File: src/rtl/cpu_fetch.sv
`timescale 1ns/1ps
`default_nettype none
// +--------------------------------------------------------------------------+
// | cpu_fetch : fetch PC owner, word reads from imem, pushes into cpu_ififo   |
// | Option macro CPU_FETCH_SKID_EN : back-to-back fetch with one-word skid    |
// | Revision  : 1.0                                                           |
// +--------------------------------------------------------------------------+
module cpu_fetch #(
   parameter logic [31:0] RESET_VECTOR = 32'h0000_1000
) (
   input  logic        clk_i,
   input  logic        rst_i,
   input  logic        branch_flag_i,
   input  logic [31:0] branch_target_i,
   output logic        imem_stb_o,
   output logic [31:0] imem_adr_o,
   input  logic        imem_ack_i,
   input  logic [31:0] imem_dat_i,
   input  logic        ififo_full_i,
   output logic        ififo_write_en_o,
   output logic [31:0] ififo_data_o,
   output logic        ififo_flush_o,
   output logic        ififo_skip_o,
   output logic [31:0] fetch_pc_o
);

   localparam logic [1:0] IDLE  = 2'd0;
   localparam logic [1:0] REQ   = 2'd1;
   localparam logic [1:0] DRAIN = 2'd2;

   logic [1:0]  state;
   logic        stb;
   logic [31:0] adr;
   logic [31:0] pc;
   logic        flush;
   logic        skip_pend;
   logic        take;
   logic        direct_wr;
   logic        can_issue;
   logic        unused_tgt_lsb;

   // A response is usable only for a live request that is not being redirected away.
   assign take           = (state == REQ) && imem_ack_i && !branch_flag_i;
   assign unused_tgt_lsb = branch_target_i[0];

`ifdef CPU_FETCH_SKID_EN
   logic [31:0] skid_data;
   logic        skid_valid;
   logic        skid_skip;
   logic        skid_wr;

   assign direct_wr        = take && !ififo_full_i && !skid_valid && !rst_i;
   assign skid_wr          = skid_valid && !ififo_full_i && !branch_flag_i && !rst_i;
   assign can_issue        = !ififo_full_i && !skid_valid;
   assign ififo_write_en_o = direct_wr || skid_wr;
   assign ififo_data_o     = direct_wr ? imem_dat_i : (skid_wr ? skid_data : 32'h0);
   assign ififo_skip_o     = direct_wr ? skip_pend : (skid_wr && skid_skip);

   always_ff @(posedge clk_i) begin
      if (rst_i || branch_flag_i) begin
         skid_valid <= 1'b0;
         skid_data  <= 32'h0;
         skid_skip  <= 1'b0;
      end else if (skid_wr) begin
         skid_valid <= 1'b0;
      end else if (take && ififo_full_i) begin
         skid_valid <= 1'b1;
         skid_data  <= imem_dat_i;
         skid_skip  <= skip_pend;
      end
   end
`else
   assign direct_wr        = take && !ififo_full_i && !rst_i;
   assign can_issue        = !ififo_full_i;
   assign ififo_write_en_o = direct_wr;
   assign ififo_data_o     = direct_wr ? imem_dat_i : 32'h0;
   assign ififo_skip_o     = direct_wr && skip_pend;
`endif

   always_ff @(posedge clk_i) begin
      if (rst_i) begin
         state     <= IDLE;
         stb       <= 1'b0;
         adr       <= 32'h0;
         pc        <= RESET_VECTOR;
         flush     <= 1'b0;
         skip_pend <= 1'b0;
      end else begin
         flush <= branch_flag_i;
         if (branch_flag_i) begin
            pc        <= {branch_target_i[31:2], 2'b00};
            skip_pend <= branch_target_i[1];
            // An unanswered request must still be acked by memory before a new one may start.
            if (((state == REQ) || (state == DRAIN)) && !imem_ack_i) begin
               state <= DRAIN;
            end else begin
               state <= IDLE;
               stb   <= 1'b0;
            end
         end else begin
            case (state)
               IDLE: begin
                  if (can_issue) begin
                     stb   <= 1'b1;
                     adr   <= pc;
                     state <= REQ;
                  end
               end
               REQ: begin
                  if (imem_ack_i) begin
                     pc        <= pc + 32'd4;
                     skip_pend <= 1'b0;
`ifdef CPU_FETCH_SKID_EN
                     if (can_issue) begin
                        adr <= pc + 32'd4;
                     end else begin
                        stb   <= 1'b0;
                        state <= IDLE;
                     end
`else
                     stb   <= 1'b0;
                     state <= IDLE;
`endif
                  end
               end
               DRAIN: begin
                  if (imem_ack_i) begin
                     stb   <= 1'b0;
                     state <= IDLE;
                  end
               end
               default: begin
                  stb   <= 1'b0;
                  state <= IDLE;
               end
            endcase
         end
      end
   end

   assign imem_stb_o    = stb;
   assign imem_adr_o    = adr;
   assign ififo_flush_o = flush;
   assign fetch_pc_o    = pc;

endmodule
`default_nettype wire

File: config.mk
export PLATFORM = sky130hd
export DESIGN_NAME = cpu_fetch
export DESIGN_NICKNAME = d
export VERILOG_FILES = /design/src/rtl/cpu_fetch.sv
export SDC_FILE = /design/constraint.sdc
export NUM_CORES = 1
export LEC_CHECK = 0
export CAP_MARGIN = 20
export CORE_UTILIZATION = 40
export CTS_CLUSTER_DIAMETER = 60
export DETAILED_ROUTE_END_ITERATION = 10
export PLACE_DENSITY_LB_ADDON = 0.3
export SYNTH_ARGS = -nofsm -noshare
export SYNTH_HDL_FRONTEND = slang
export SYNTH_SLANG_ARGS = --single-unit
export TNS_END_PERCENT = 20
File: constraint.sdc
create_clock -name clk_i -period 2.4 [get_ports clk_i]
set_clock_uncertainty 0.05 [all_clocks]
set_input_delay 0.48 -clock clk_i [delete_from_list [all_inputs] [get_ports clk_i]]
set_output_delay 0.48 -clock clk_i [all_outputs]
set_load 0.01 [all_outputs]
==> results of run 1 <==
-- per-layer routing --
| layer | vias to the layer above | GRT usage | wire (µm) |
|---|---|---|---|
| li1 | 1880 | - | - |
| met2 | 186 | 0.4773 | 5924 |
| met5 | - | 0 | 0 |
| met4 | 0 | 0.09231 | 266 |
| met3 | 29 | 0.07561 | 830 |
| met1 | 1855 | 0.3095 | 4715 |
-- layout by cell type (no fill, tap or decap), types with 10 or more instances in the layout --
master	count
nand2_1	77
inv_1	10
clkbuf_8	10
dfxtp_1	63
a21oi_1	34
and2_4	13
buf_6	15
and3_1	10
clkbuf_2	16
buf_4	43
a311oi_1	14
clkdlybuf4s50_1	125
nand4_1	12
nor2_1	25
and2_1	22
-- through the flow --
stage               total power, mW  utilization
finish                        2.646       0.6948
global route                  2.754       0.6948
CTS                           2.635       0.6926
detailed placement            1.698       0.6602
global placement              1.683       0.6602
floorplan                     1.396            -
-- area by class of cell --
type	count	area, µm²
fill	629	2407
timing repair buffer	210	1914
multi-input combinational	314	1893
sequential	65	1304
clock buffer	11	141.4
tap	102	127.6
clock inverter	5	55.05
inverter	12	45.04
-- cells by family after synthesis --
kind of cell,after synthesis,share of synthesized area
adder cells (fa/ha/maj),3,0.01130
buffers and inverters,48,0.06250
AO/OA/AOI/OAI,85,0.1766
AND/OR/NAND/NOR,214,0.3358
XOR/XNOR,8,0.02109
flip-flops,65,0.3916
other,1,0.001128
-- power by group through the flow --
stage	logic, mW	registers, mW	clock network, mW
floorplan	0.163	1.23	0
global placement	0.470	1.21	0
detailed placement	0.481	1.22	0
CTS	0.486	1.19	0.955
global route	0.535	1.20	1.02
finish	0.498	1.20	0.952
-- state kept, by name, summed over array words and instances (netlist names) --
signal and flops:
fetch_pc_o 30, imem_adr_o 30, state 2, ififo_flush_o 1, imem_stb_o 1, skip_pend 1
-- worst max-delay path: stages (launching register included) --
cell and delay [ns]:
dfxtp_2 0.32, inv_2 0.08, ha_4 0.17, nand2_4 0.06
nor4_4 0.25, buf_4 0.16, buf_6 0.11, buf_4 0.12
and2_1 0.12, buf_2 0.13
-- final timing paths --
path / start / to / slack (ns) / depth (start not counted)
worst min-delay path: imem_adr_o[8] / imem_adr_o[8] / 0.40 / 2
worst max-delay path: state[1] / ififo_data_o[19] / 0.02 / 9
worst min register to register: imem_adr_o[8] / imem_adr_o[8] / 0.40 / 2
worst max register to register: state[1] / fetch_pc_o[19] / 0.03 / 7
-- what timing repair did --
action / 4_1_cts / 5_1_grt
endpoints found under the setup margin: 35 / 33
resized for setup: 68 / 100
setup buffers: 3 / 6
gates cloned: 3 / 1
pin swaps: 1 / 14
==> results.cfg, run 1 <==
[run_status]
status = complete, no violations

[logic_synthesis]
syn_area_per_cell_um2 = 7.838
yosysWarnings = 0
synth_area_leader_cell = dfxtp_1
synth_top_area_frac = 0.3916
synth_most_common_cell = nand2_1
synthesis.area_mm2 = 0.003323
synth_area_leaders = dfxtp_1, nand2_1, and2_1
synth_edf_count = 0
synth_commonest_cells = nand2_1, dfxtp_1, and2_1
syn_inst = 424
synth_top_flop_cell = dfxtp_1
synth_cell_type_count = 44
synth_seq_cells = 65
ys_async_sr_fraction = 0
seq_area_frac_synth = 0.3916

[clock_network]
cts.root.buffer_cell = clkbuf_8
cts_tree = done
ctsHoldBuffers = 0
cts_buffers = 9
clk_latency_ns = 0.35
ctsLongestPathBuffers = 2
clock_sinks = 65
htree_num_levels = 3
clk_pin_slew_ns = 0.08

[timing]
final-hold-violation-count = 0
setup_ws_ns = 0.01651
grt_setup_unrepaired = yes
whs_ns = 0.4038
maxSlewViolCount = 0
setup_violations = 0
period_share = 0.9931
fmax_ghz = 0.4196
worstMarginPinSlew_ns = 0.6890
finalSetupTns_ns = 0
period_needed_ns = 2.383
slew_headroom = 0.5407

[final_layout]
antenna_cells = 0
fin_cells = 719
drive_above_1_share = 0.1994
area_growth_pct = 64.91
nets = 684
design_area_mm2 = 0.005480

[floorplan]
initial_core_util = 0.4213
io_pins = 169
fp-row-count = 32
die_h_um = 93.15
die_width_um = 93.15
fp.dieArea_mm2 = 0.008677
core_mm2 = 0.007888

[power_and_ir_drop]
total_leakage_power_nw = 2.115
internal_power_mw = 1.917
pwr_density_cell_mw_per_mm2 = 482.9
sw_frac_of_total = 0.2756
power.switching_mw = 0.7292
power.share.sequential = 0.452
p_comb_frac = 0.188
ir_worst_vdd_uv = 238.2
clkPwrFrac = 0.360

[routing]
wl_per_cell_um = 16.32
drt-total-wl_um = 11740
ant_nets = 0
drtIter0Drc = 221
firstDrtPassIters = 5
remaining_drc_errors = 0
viasPerCell = 5.494
num_vias = 3950

[setup_path]
crit_arrival_ns = 1.85
path_class = reg -> out
cp-start-kind = register
crit_path_end_kind = primary output
path_max_fanout = 4
required_ns = 1.87

[placement]
dp.cells = 691
portBuffers = 163
gp_congestion = 0.9316
placedInstanceArea_mm2 = 0.005207
place_ws_ns = -0.3939
place_hpwl_um = 8052

[job]
maxCapViolations = 0

[grt]
grt_first_pass_wirelength_um = 18080
grt_pass1_vias = 3761
grt_use_total = 0.2695
grt_max_degree = 66
antenna_found_initial = 0
overflow = 0

[worst_hold_path]
hold_class = reg -> reg
(Power assumes the default switching activity.)
==> run 2, diff against run 1 <==
--- a/constraint.sdc
+++ b/constraint.sdc
@@ -3,3 +3,3 @@
 set_input_delay 0.48 -clock clk_i [delete_from_list [all_inputs] [get_ports clk_i]]
 set_output_delay 0.48 -clock clk_i [all_outputs]
-set_load 0.01 [all_outputs]
+set_load 0.02 [all_outputs]
==> run 2 against run 1 <==
  * Power down 1.2%
  * Critical endpoint is now fetch_pc_o[27]
  * Global-route usage down 1.0 points
  * Largest cell class is now multi-input gates
  * Register-to-register slack better by 0.08 ns
  * Maximum frequency up 3.3%
  * Core utilization down 2.9 points
  * Largest power group unchanged
  * Critical path type is now in -> reg
  * Critical path depth down 3
  * Design area down 4.2%
==> results.cfg, run 2 (synthesis gave the netlist of run 1 again) <==
[routing]
remaining_drc_errors = 0
viasPerCell = 5.448
drtIter0Drc = 168
wl_per_cell_um = 15.45
drt-total-wl_um = 10920
ant_nets = 0
num_vias = 3852
firstDrtPassIters = 4

[final_layout]
fin_cells = 707
antenna_cells = 0
final_cell_mix = clkdlybuf4s50_1, nand2_1, dfxtp_1
drive_above_1_share = 0.1570
area_growth_pct = 57.98
nets = 674
final_common_cell = clkdlybuf4s50_1
design_area_mm2 = 0.005250
postLayoutCoreUtil = 0.6656

[setup_path]
worst-path-buf-inv = 2
required_ns = 2.58
critical_path.cell_chain = clkdlybuf4s50_1 > buf_4 > nand4_2 > or4_1 > or4b_1 > o2111a_1
crit_path_top_delay_cell = or4_1
path_max_fanout = 4
path_delay_family = simple AND/OR/NAND/NOR gates
path_depth = 6
path_class = in -> reg
crit_path_end_kind = register
cp-start-kind = primary input
ff2ff_path_depth = 7
crit_arrival_ns = 2.48
cpPeakStageDelay_ns = 0.59

[timing]
worstMarginPinSlew_ns = 0.6686
whs_ns = 0.4033
slew_headroom = 0.5543
maxSlewViolCount = 0
period_needed_ns = 2.308
setup_ws_ns = 0.09194
fmax_ghz = 0.4333
setup_violations = 0
period_share = 0.9617
final-hold-violation-count = 0
grt_setup_unrepaired = no

[placement]
gp_congestion = 0.9364
placedInstanceArea_mm2 = 0.005215
dp.cells = 692
place_ws_ns = -0.4907
place_hpwl_um = 7979
portBuffers = 163

[clock_network]
htree_num_levels = 3
clk_pin_slew_ns = 0.06
cts_buffers = 9
cts_tree = done
cts.root.buffer_cell = clkbuf_8
clk_latency_ns = 0.34
clock_sinks = 65
ctsLongestPathBuffers = 2

[power_and_ir_drop]
p_comb_frac = 0.202
clkPwrFrac = 0.342
internal_power_mw = 1.897
power.switching_mw = 0.7184
pwr_density_cell_mw_per_mm2 = 498.1
sw_frac_of_total = 0.2747
total_leakage_power_nw = 2.041
power.share.sequential = 0.456
ir_worst_vdd_uv = 266.2

[floorplan]
fp.dieArea_mm2 = 0.008677
die_width_um = 93.15
io_pins = 169
core_mm2 = 0.007888
fp-row-count = 32
initial_core_util = 0.4213
die_h_um = 93.15

[worst_hold_path]
hold_class = reg -> reg
whs_path_depth = 2

[grt]
grt_pass1_vias = 3686
grt_first_pass_wirelength_um = 17710
grt_max_degree = 66
grt_use_total = 0.2592
antenna_found_initial = 0
overflow = 0

[run_status]
status = complete, no violations

[job]
maxCapViolations = 0
==> run 2: worst paths after layout <==
path | from | endpoint | slack [ns]
max | imem_ack_i | fetch_pc_o[27] | 0.09
min | imem_adr_o[11] | imem_adr_o[11] | 0.40
max reg2reg | state[1] | fetch_pc_o[27] | 0.11
min reg2reg | imem_adr_o[11] | imem_adr_o[11] | 0.40
==> run 2: metal layers <==
| metal | track usage | wire [µm] | up-vias |
|---|---|---|---|
| met5 | 0 | 0 | - |
| met4 | 0.06923 | 145 | 0 |
| met2 | 0.4737 | 5557 | 165 |
| met1 | 0.2959 | 4390 | 1821 |
| met3 | 0.06829 | 826 | 13 |
| li1 | - | - | 1853 |
==> run 2: worst reg2reg max path, stage by stage, from the launching register on <==
cell	delay, ns
dfxtp_1	0.30
inv_1	0.10
ha_2	0.20
buf_4	0.13
nand4_2	0.16
or4_1	0.59
or4b_1	0.53
o2111a_1	0.13
==> run 2: timing repair <==
action / 4_1_cts / 5_1_grt
gates resized for setup: 137 / 8
gates cloned: 1 / 0
pin swaps: 1 / 3
setup endpoints to repair: 34 / 38
buffers inserted: 2 / 0
hold buffers: 0 / 0
==> run 2: through the flow <==
step | power, mW | TNS, ns
final | 2.615 | 0
after global routing | 2.729 | 0
after CTS | 2.630 | -0.1065
after detailed placement | 1.743 | -18.64
after global placement | 1.729 | -16.65
after floorplan | 1.440 | 0
==> run 2: cell type report <==
| cell class | instances | area [µm²] |
|---|---|---|
| fill | 668 | 2638 |
| multi-input combinational | 314 | 1844 |
| timing repair buffer | 200 | 1749 |
| sequential | 65 | 1301 |
| clock buffer | 10 | 137.6 |
| tap | 102 | 127.6 |
| clock inverter | 4 | 45.04 |
| inverter | 12 | 45.04 |
==> run 2: power groups by stage <==
stage	clock network [mW]	logic [mW]	registers, mW
floorplan	0	0.168	1.27
global placement	0	0.519	1.21
detailed placement	0	0.528	1.21
CTS	0.910	0.530	1.19
global route	0.963	0.566	1.20
finish	0.894	0.528	1.19
==> run 3, diff against run 2 <==
- CORE_UTILIZATION: 40 -> 30
==> run 3 against run 2 <==
  * Routed wire length grew 8.7%
  * Register-to-register slack gained 0.05 ns
  * Global-route usage shrank 4.5 points
  * First-iteration DRC count grew 48%
  * Maximum frequency grew 1.5%
  * Sequential share of layout area shrank 1.1 points
  * Final cell count grew 6.9%
  * Sequential power is essentially flat
  * Core utilization shrank 16 points
  * Design area grew 4.6%
==> results.cfg, run 3 (synthesis gave the netlist of run 1 again) <==
[run_status]
status = complete, no violations

[clock_network]
clock_sinks = 65
cts_buffers = 9
ctsLongestPathBuffers = 2
ctsHoldBuffers = 0
clk_latency_ns = 0.35
htree_num_levels = 3
cts_tree = done
clk_pin_slew_ns = 0.07
cts.root.buffer_cell = clkbuf_8

[grt]
overflow = 0
grt_first_pass_wirelength_um = 18940
grt_max_degree = 34
grt_use_total = 0.2145
top_usage_layer = met2
use_met3 = 0.05387
use_met2 = 0.3982
antenna_found_initial = 0
grt_pass1_vias = 3811
grt_use_met1 = 0.2362

[timing]
period_needed_ns = 2.275
fmax_ghz = 0.4396
grt_setup_unrepaired = no
period_share = 0.9479
final-hold-violation-count = 0
maxSlewViolCount = 0
whs_ns = 0.4062
setup_ws_ns = 0.1251
setup_violations = 0

[floorplan]
die_width_um = 107.3
core_mm2 = 0.01079
fp-row-count = 38
initial_core_util = 0.3079
fp.dieArea_mm2 = 0.01150
die_h_um = 107.3
io_pins = 169

[final_layout]
final_common_cell = clkdlybuf4s50_1
drive_above_1_share = 0.1786
final_cell_mix = clkdlybuf4s50_1, nand2_1, buf_4
antenna_cells = 0
area_growth_pct = 65.21
nets = 683

[routing]
wl_per_cell_um = 15.71
firstDrtPassIters = 4
drtIter0Drc = 248
drt-total-wl_um = 11870
num_vias = 3852
viasPerCell = 5.095
remaining_drc_errors = 0
ant_nets = 0

[power_and_ir_drop]
pwr_density_cell_mw_per_mm2 = 470.4
total_leakage_power_nw = 2.092
ir_worst_vdd_uv = 197.0

[worst_hold_path]
hold_end = imem_adr_o[20]
whs_path_depth = 2
hold_class = reg -> reg
hp-start = imem_adr_o[20]

[setup_path]
r2r_setup_slack_ns = 0.16
path_max_fanout = 8
crit_arrival_ns = 1.74
required_ns = 1.87
r2r_start = state[1]
cp-start-kind = register
rr_endpoint = fetch_pc_o[19]
path_class = reg -> out
ff2ff_path_depth = 7
crit_path_end_kind = primary output

[placement]
place_hpwl_um = 8544
portBuffers = 163
place_ws_ns = -0.4813
gp_congestion = 0.8607

[job]
maxCapViolations = 0
[run 3: changes by cell type in the layout (fill, tap and decap cells not counted), moves of 2 or more]
cell      before  now
buf_6          0   10
clkbuf_1       0    3
and2_4         0    4
buf_4         38   68
clkinv_2       3    1
buf_2         32    2
and2_1        35   31
[run 3: worst max-delay path by stage]
| stage | endpoint | depth (start not counted) | startpoint | slack (ns) |
|---|---|---|---|---|
| 2_1_floorplan | ififo_data_o[22] | 4 | branch_flag_i | 0.02 |
| 4_1_cts | ififo_data_o[18] | 8 | state[1] | 0.0002 |
| 6_report | ififo_data_o[28] | 8 | state[1] | 0.13 |
| 3_3_place_gp | ififo_data_o[29] | 5 | branch_flag_i | -0.46 |
| 5_1_grt | ififo_data_o[1] | 8 | state[1] | 0.03 |
| 3_5_place_dp | ififo_data_o[30] | 5 | branch_flag_i | -0.48 |
[run 3: critical path, stage by stage (launching register included)]
cell and delay (ns):
dfxtp_1 0.31, inv_2 0.08, ha_4 0.14, nand2_2 0.07
nor4_4 0.22, buf_6 0.17, buf_6 0.13, and2_1 0.11
buf_2 0.15
[run 3: stage by stage]
stage	instances	setup TNS [ns]	utilization	cell area [µm²]	power, mW
2_1_floorplan	427	0	-	3334	1.440
3_3_place_gp	734	-17.14	0.4892	5280	1.742
3_5_place_dp	734	-17.39	0.4892	5280	1.749
4_1_cts	756	0	0.5081	5484	2.620
5_1_grt	756	0	0.5087	5490	2.711
6_report	756	0	0.5087	5490	2.583
[run 3: repair_timing]
item,in CTS,in global routing
cloned,5,0
resized for setup,190,4
setup endpoints to repair,34,35
hold endpoints to repair,0,0
pin swaps,2,1
buffers inserted,1,0
[run 3: where the power goes]
part / switching [mW] / internal [mW] / total [mW]
Combinational: 0.257 / 0.278 / 0.535
Sequential: 0.0576 / 1.13 / 1.19
Clock: 0.425 / 0.431 / 0.856
[run 3: layout make-up]
| cell class | count | area (µm²) |
|---|---|---|
| Sequential cell | 65 | 1303 |
| Timing Repair Buffer | 209 | 1927 |
| Clock buffer | 14 | 162.7 |
| Multi-Input combinational cell | 314 | 1866 |
| Tap cell | 140 | 175.2 |
| Clock inverter | 2 | 12.51 |
| Inverter | 12 | 45.04 |
| Fill cell | 1047 | 5303 |
[run 3: routing by layer]
layer / vias up / share of wire
met5: - / 0
met4: 0 / 0.012
met3: 11 / 0.066
met2: 153 / 0.51
met1: 1813 / 0.41
li1: 1875 / -
